[config.mk]
export PLATFORM = sky130hd
export DESIGN_NAME = block_serial_adder_flat
export DESIGN_NICKNAME = d
export VERILOG_FILES = /design/src/rtl/block_serial_adder_pkg.sv /design/src/rtl/block_serial_adder_if.sv /design/src/rtl/block_serial_adder_adder_block.sv /design/src/rtl/block_serial_adder.sv /design/src/flat_wrapper.sv
export SDC_FILE = /design/constraint.sdc
export NUM_CORES = 1
export LEC_CHECK = 0
export CAP_MARGIN = 10
export CORE_MARGIN = 5
export CORE_UTILIZATION = 40
export CTS_CLUSTER_DIAMETER = 120
export DETAILED_ROUTE_END_ITERATION = 8
export PLACE_DENSITY = 0.7
export SKIP_LAST_GASP = 1
export SLEW_MARGIN = 20
export SYNTH_ARGS = -nofsm -noshare
export SYNTH_HDL_FRONTEND = slang
export SYNTH_HIERARCHICAL = 1
export SYNTH_SLANG_ARGS = --single-unit
export TNS_END_PERCENT = 20
[constraint.sdc]
create_clock -name clk -period 5.3 [get_ports clk]
set_clock_uncertainty 0.2 [all_clocks]
set_input_delay 1.06 -clock clk [delete_from_list [all_inputs] [get_ports clk]]
set_output_delay 1.06 -clock clk [all_outputs]
set_load 0.02 [all_outputs]
[src/rtl/block_serial_adder_pkg.sv]
// Shared state encoding and sizing helpers for the block-serial adder.
package block_serial_adder_pkg;

    localparam logic [1:0] ST_IDLE = 2'd0;
    localparam logic [1:0] ST_BUSY = 2'd1;
    localparam logic [1:0] ST_DONE = 2'd2;

    // Slice counter width; never narrower than one bit, even for a single slice.
    function automatic int calc_cnt_w(input int w, input int bw);
        int n;
        n = w / bw;
        return (n > 1) ? $clog2(n) : 1;
    endfunction

endpackage

[src/rtl/block_serial_adder_if.sv]
// Operand-in / result-out handshake bundle for the block-serial adder.
interface block_serial_adder_if #(
    parameter int width = 32
) ();
    logic             in_valid;
    logic             in_ready;
    logic [width-1:0] a;
    logic [width-1:0] b;
    logic             cin;
    logic             out_valid;
    logic             out_ready;
    logic [width-1:0] sum;
    logic             cout;

    modport master (
        output in_valid, a, b, cin, out_ready,
        input  in_ready, out_valid, sum, cout
    );

    modport slave (
        input  in_valid, a, b, cin, out_ready,
        output in_ready, out_valid, sum, cout
    );
endinterface

[src/rtl/block_serial_adder_adder_block.sv]
// One block_width-bit ripple slice; the serial adder reuses it once per cycle.
module adder_block #(
    parameter int block_width = 4
) (
    input  logic [block_width-1:0] a,
    input  logic [block_width-1:0] b,
    input  logic                   cin,
    output logic [block_width-1:0] s,
    output logic                   cout
);
    logic [block_width:0] total;

    assign total     = {1'b0, a} + {1'b0, b} + {{block_width{1'b0}}, cin};
    assign {cout, s} = total;
endmodule

[src/rtl/block_serial_adder.sv]
// Sequential adder: one block_width slice per cycle through a single adder_block,
// carry held in carry_q, result returned over a valid/ready handshake.
module block_serial_adder
    import block_serial_adder_pkg::*;
#(
    parameter int width       = 32,
    parameter int block_width = 4
) (
    input  logic                clk,
    input  logic                rst_n,
    block_serial_adder_if.slave bus
);
    localparam int block_num = width / block_width;
    localparam int cnt_w     = calc_cnt_w(width, block_width);
    localparam int res_w     = (block_num > 1) ? width - block_width : 1;

    if (width % block_width != 0) begin : g_width_check
        $error("block_serial_adder: width must be a multiple of block_width");
    end

    logic [1:0]             state_q, state_d;
    logic [cnt_w-1:0]       k_q, k_d;
    logic                   carry_q, carry_d;
    logic [width-1:0]       a_sh_q, a_sh_d;
    logic [width-1:0]       b_sh_q, b_sh_d;
    logic [res_w-1:0]       res_sh_q, res_sh_d;
    logic [width-1:0]       sum_q, sum_d;
    logic                   cout_q, cout_d;

    logic [block_width-1:0] slice_sum;
    logic                   slice_cout;
    logic [width-1:0]       res_next;
    logic [res_w-1:0]       res_keep;
    logic                   in_fire, out_fire, last_slice;

    adder_block #(.block_width(block_width)) u_slice (
        .a    (a_sh_q[block_width-1:0]),
        .b    (b_sh_q[block_width-1:0]),
        .cin  (carry_q),
        .s    (slice_sum),
        .cout (slice_cout)
    );

    // Slices enter at the MSB end so the last one lands the word in place.
    if (block_num > 1) begin : g_multi
        assign res_next = {slice_sum, res_sh_q};
        assign res_keep = res_next[width-1:block_width];
    end else begin : g_single
        assign res_next = slice_sum;
        assign res_keep = res_sh_q;
    end

    assign bus.in_ready  = (state_q == ST_IDLE) || ((state_q == ST_DONE) && bus.out_ready);
    assign bus.out_valid = (state_q == ST_DONE);
    assign bus.sum       = sum_q;
    assign bus.cout      = cout_q;

    assign in_fire    = bus.in_valid && bus.in_ready;
    assign out_fire   = bus.out_valid && bus.out_ready;
    assign last_slice = (k_q == cnt_w'(block_num - 1));

    always_comb begin
        state_d  = state_q;
        k_d      = k_q;
        carry_d  = carry_q;
        a_sh_d   = a_sh_q;
        b_sh_d   = b_sh_q;
        res_sh_d = res_sh_q;
        sum_d    = sum_q;
        cout_d   = cout_q;
        case (state_q)
            ST_BUSY: begin
                carry_d  = slice_cout;
                a_sh_d   = a_sh_q >> block_width;
                b_sh_d   = b_sh_q >> block_width;
                res_sh_d = res_keep;
                k_d      = k_q + cnt_w'(1);
                if (last_slice) begin
                    state_d = ST_DONE;
                    sum_d   = res_next;
                    cout_d  = slice_cout;
                end
            end
            ST_DONE: begin
                if (out_fire) state_d = ST_IDLE;
            end
            ST_IDLE: ;
            default: state_d = ST_IDLE;
        endcase
        // A retiring result and a new operand pair may share the same edge.
        if (in_fire) begin
            state_d = ST_BUSY;
            a_sh_d  = bus.a;
            b_sh_d  = bus.b;
            carry_d = bus.cin;
            k_d     = '0;
        end
    end

    always_ff @(posedge clk or negedge rst_n) begin
        if (!rst_n) begin
            state_q  <= ST_IDLE;
            k_q      <= '0;
            carry_q  <= 1'b0;
            a_sh_q   <= '0;
            b_sh_q   <= '0;
            res_sh_q <= '0;
            sum_q    <= '0;
            cout_q   <= 1'b0;
        end else begin
            state_q  <= state_d;
            k_q      <= k_d;
            carry_q  <= carry_d;
            a_sh_q   <= a_sh_d;
            b_sh_q   <= b_sh_d;
            res_sh_q <= res_sh_d;
            sum_q    <= sum_d;
            cout_q   <= cout_d;
        end
    end
endmodule

[src/flat_wrapper.sv]
// flat-port wrapper written by rule: the top's interface ports become plain ports
module block_serial_adder_flat import block_serial_adder_pkg::*;
#(
    parameter int width       = 32,
    parameter int block_width = 4
)
  (clk, rst_n, bus_in_valid, bus_a, bus_b, bus_cin, bus_out_ready, bus_in_ready, bus_out_valid, bus_sum, bus_cout);
  block_serial_adder_if #(.width(width)) bus_i ();
  input  logic clk;
  input  logic rst_n;
  input wire logic [$bits(bus_i.in_valid)-1:0] bus_in_valid;
  input wire logic [$bits(bus_i.a)-1:0] bus_a;
  input wire logic [$bits(bus_i.b)-1:0] bus_b;
  input wire logic [$bits(bus_i.cin)-1:0] bus_cin;
  input wire logic [$bits(bus_i.out_ready)-1:0] bus_out_ready;
  output wire logic [$bits(bus_i.in_ready)-1:0] bus_in_ready;
  output wire logic [$bits(bus_i.out_valid)-1:0] bus_out_valid;
  output wire logic [$bits(bus_i.sum)-1:0] bus_sum;
  output wire logic [$bits(bus_i.cout)-1:0] bus_cout;
  assign bus_i.in_valid = bus_in_valid;
  assign bus_i.a = bus_a;
  assign bus_i.b = bus_b;
  assign bus_i.cin = bus_cin;
  assign bus_i.out_ready = bus_out_ready;
  assign bus_in_ready = bus_i.in_ready;
  assign bus_out_valid = bus_i.out_valid;
  assign bus_sum = bus_i.sum;
  assign bus_cout = bus_i.cout;
  block_serial_adder #(.width(width), .block_width(block_width)) u_core (.clk(clk), .rst_n(rst_n), .bus(bus_i));
endmodule
==> out/summary.txt <==
=================================================================================
Status ............................................................. complete, no violations
Number of antenna violations at the first check in global routing ..            0
H-Tree Depth .......................................................            4
Number of enable-type register cells in the synthesized netlist ....            0
Final design instance area without fill ............................     7560 µm²
Drt initial violations .............................................          349
Global-route usage over all layers .................................        15.2%
Maximum count of clock buffers along a single path .................            2
Number of nets produced by synthesis ...............................          603
Hold slack .........................................................     0.279 ns
Most frequent cell on the critical path ............................ sky130_fd_sc_hd__clkdlybuf4s50_1
Remaining global-route overflow ....................................            0
Remaining routing DRC violations ...................................            0
Core area ..........................................................    14500 µm²
Worst hold path class ..............................................   reg -> reg
Post-route minimum period ..........................................      3.68 ns
Number of cells produced by synthesis ..............................          527
Initial standard-cell utilization of the core ......................        40.9%
Max_slew headroom ..................................................        40.2%
Maximum clock rate .................................................      272 MHz
Hold-fix buffers, CTS ..............................................            0
Fraction of registers with async set/reset .........................         100%
Number of core rows ................................................           44
Top fanout value on the critical path ..............................            2
Final WL ...........................................................     12900 µm
Die area ...........................................................    17400 µm²
List of most frequent post-synthesis cells ......................... 131 x sky130_fd_sc_hd__dfrtp_1, 96 x sky130_fd_sc_hd__nand2_1, 65 x sky130_fd_sc_hd__nand4_1
Clock Root Buffer .................................................. sky130_fd_sc_hd__clkbuf_16
Total CTS buffers ..................................................           17
TNS Setup ..........................................................         0 ns
Die Y ..............................................................       132 µm
Share of Yosys cell area claimed by the top area cell type .........        55.2%
Setup WS pre-CTS ...................................................      1.34 ns
Number of diodes ...................................................            0
Number of port buffers .............................................          103
Most area-consuming cells after synthesis .......................... sky130_fd_sc_hd__dfrtp_1 55%, sky130_fd_sc_hd__mux2i_1 9.6%, sky130_fd_sc_hd__mux2_4 7.3%
Post-detailed-route wirelength per cell ............................      16.0 µm
Final setup slack of the worst path ................................      1.62 ns
Synth Area per Inst ................................................     11.3 µm²
Growth of design area from synthesis to finish .....................        27.3%
Via count of the first global-routing pass .........................         4312
CTS resizes ........................................................            0
Number of sinks on the clock net ...................................          131
Maximum number of pins on one net before global-route repair .......          101
Flip-flop and latch count after synthesis ..........................          131
RSZ-0062 raised after global routing ...............................           no
Final HPWL DP ......................................................      8280 µm
Static Leakage .....................................................      3.46 nW
Number of distinct library cells after synthesis ...................           27
Maximum VDD drop ...................................................     0.271 mV
Arrival time of data at the critical path endpoint .................      2.42 ns
Critical Path Start Type ........................................... primary input
Fraction of layout cells with a size suffix above 1 ................        11.9%
Slowest cell on the critical path .................................. sky130_fd_sc_hd__clkdlybuf4s50_1
Leading register cell type out of synthesis ........................ sky130_fd_sc_hd__dfrtp_1
Max-slew violations ................................................            0
Critical path endpoint category ....................................   output pin
Num ports ..........................................................          104
Tot Pwr ............................................................      4.48 mW
Vias after detailed routing ........................................         4237
Clock Latency Late Sink ............................................      0.41 ns
Maxcap violations ..................................................            0
Critical path required time ........................................      4.04 ns
Library cell occupying the most area in the post-synthesis netlist . sky130_fd_sc_hd__dfrtp_1
Crit share post-route ..............................................        69.4%
Setup repair bufs after CTS ........................................            0
Net count of the finished layout ...................................          683
Most common cell in the synthesized netlist ........................ sky130_fd_sc_hd__dfrtp_1
Crit path largest cell delay .......................................      0.60 ns
Number of buffer and inverter instances along the worst setup path .            2
Pwr Density ........................................................   592 nW/µm²
Final number of hold-violating endpoints ...........................            0
Family with the most delay on the worst path ....................... buffers and inverters
Sequential-to-total area share from yosys stat .....................        55.2%
Die extent in x ....................................................       132 µm
Detail-routed via count per cell ...................................         5.27
Actual transition at the worst max-transition pin ..................     0.897 ns
Routability cong. ..................................................        0.757
Clock transition at path regs ......................................      0.05 ns
Path type of the worst setup path ..................................    in -> out
Setup-failing EPs final ............................................            0
Area post-placement ................................................     6990 µm²
Yosys warning count ................................................            6
CTS tree ...........................................................         done
Ordered cell list for the critical path ............................ clkdlybuf4s50_1 -> nand2b_2 -> and2_1 -> clkdlybuf4s50_1
Number of iterations in the first detailed-routing pass ............            4
First-pass GRT wire length .........................................     21700 µm
Antenna Nets Post-Route ............................................            0
Cell area after technology mapping .................................     5940 µm²
=================================================================================
-- power breakdown --
group          switching, mW  leakage, nW  internal, mW  total (mW)
logic                  0.864         1.50         0.807        1.67
registers              0.275         1.68          1.43        1.71
clock network          0.395        0.278         0.705        1.10
-- worst reg2reg max path, stage by stage (launching register included) --
cell                       delay (ns)
sky130_fd_sc_hd__dfrtp_1         0.43
sky130_fd_sc_hd__nand2b_2        0.10
sky130_fd_sc_hd__buf_4           0.52
sky130_fd_sc_hd__and3_4          0.77
sky130_fd_sc_hd__o21ai_0         0.27
-- metal layers --
layer / vias up / global-route usage (%) / share of wire, %
li1: 2022 / - / -
met1: 2067 / 20.7 / 46
met2: 132 / 22.5 / 46
met3: 16 / 5.42 / 6.1
met4: 0 / 5.43 / 1.4
met5: - / 0 / 0
-- registers in the layout (all words and copies together) (netlist names) --
signal / cells
u_core/a_sh_q: 32
u_core/b_sh_q: 32
u_core/bus.sum: 32
u_core/res_sh_q: 28
u_core/k_q: 3
u_core/state_q: 2
u_core/bus.cout: 1
u_core/carry_q: 1
-- metrics by stage --
| stage | utilization, % | cells |
|---|---|---|
| after floorplan | - | 527 |
| after global placement | 48.1 | 772 |
| after detailed placement | 48.1 | 772 |
| after CTS | 52.0 | 804 |
| after global routing | 52.0 | 804 |
| final | 52.0 | 804 |
-- placed cells by master, fill, tap and decap left out, drive strengths merged, types with 2 or more instances in the layout --
| master | synthesis | layout |
|---|---|---|
| clkdlybuf4s50 | 0 | 101 |
| clkbuf | 25 | 28 |
| nor2b | 3 | 3 |
| a21oi | 3 | 3 |
| dfrtp | 131 | 131 |
| mux2i | 57 | 57 |
| nand2b | 3 | 3 |
| buf | 23 | 8 |
| nand2 | 97 | 97 |
| nand4 | 65 | 65 |
| inv | 5 | 5 |
| fa | 2 | 2 |
| xnor2 | 3 | 3 |
| clkinv | 0 | 3 |
| mux2 | 33 | 33 |
| ha | 5 | 5 |
| o21ai | 67 | 67 |
-- path summary, 6_finish.rpt --
| path | startpoint | endpoint | slack, ns | depth (start not counted) |
|---|---|---|---|---|
| worst max register to register | u_core/state_q[1]$_DFFE_PN0P_ | u_core/a_sh_q[29]$_DFFE_PN0P_ | 2.85 | 4 |
| worst min-delay path | u_core/res_sh_q[3]$_DFFE_PN0P_ | u_core/res_sh_q[3]$_DFFE_PN0P_ | 0.28 | 2 |
| min in group asynchronous | rst_n | u_core/res_sh_q[6]$_DFFE_PN0P_ | 0.55 | 1 |
| worst max-delay path | bus_out_ready | bus_in_ready | 1.62 | 4 |
| max in group asynchronous | rst_n | u_core/bus.sum[21]$_DFFE_PN0P_ | 3.40 | 2 |
| worst min register to register | u_core/res_sh_q[3]$_DFFE_PN0P_ | u_core/res_sh_q[3]$_DFFE_PN0P_ | 0.28 | 2 |
-- layout make-up --
class                   instances  area [µm²]
clock buffers                  28         517
repair buffers                109        1070
clock inverters                 4        45.0
fillers                      1282        6970
multi-input cells             343        2400
inverters                       5        18.8
flip-flops and latches        131        3280
well taps                     184         230
-- kinds of logic after synthesis --
logic type | count (synthesis) | synth area share (%)
flops | 131 | 55.2
compound gates | 72 | 6.22
buf+inv | 53 | 4.70
simple gates | 171 | 14.0
xor+xnor | 3 | 0.443
mux | 90 | 17.7
fa+ha+maj | 7 | 1.73
(Power assumes the default switching activity.)
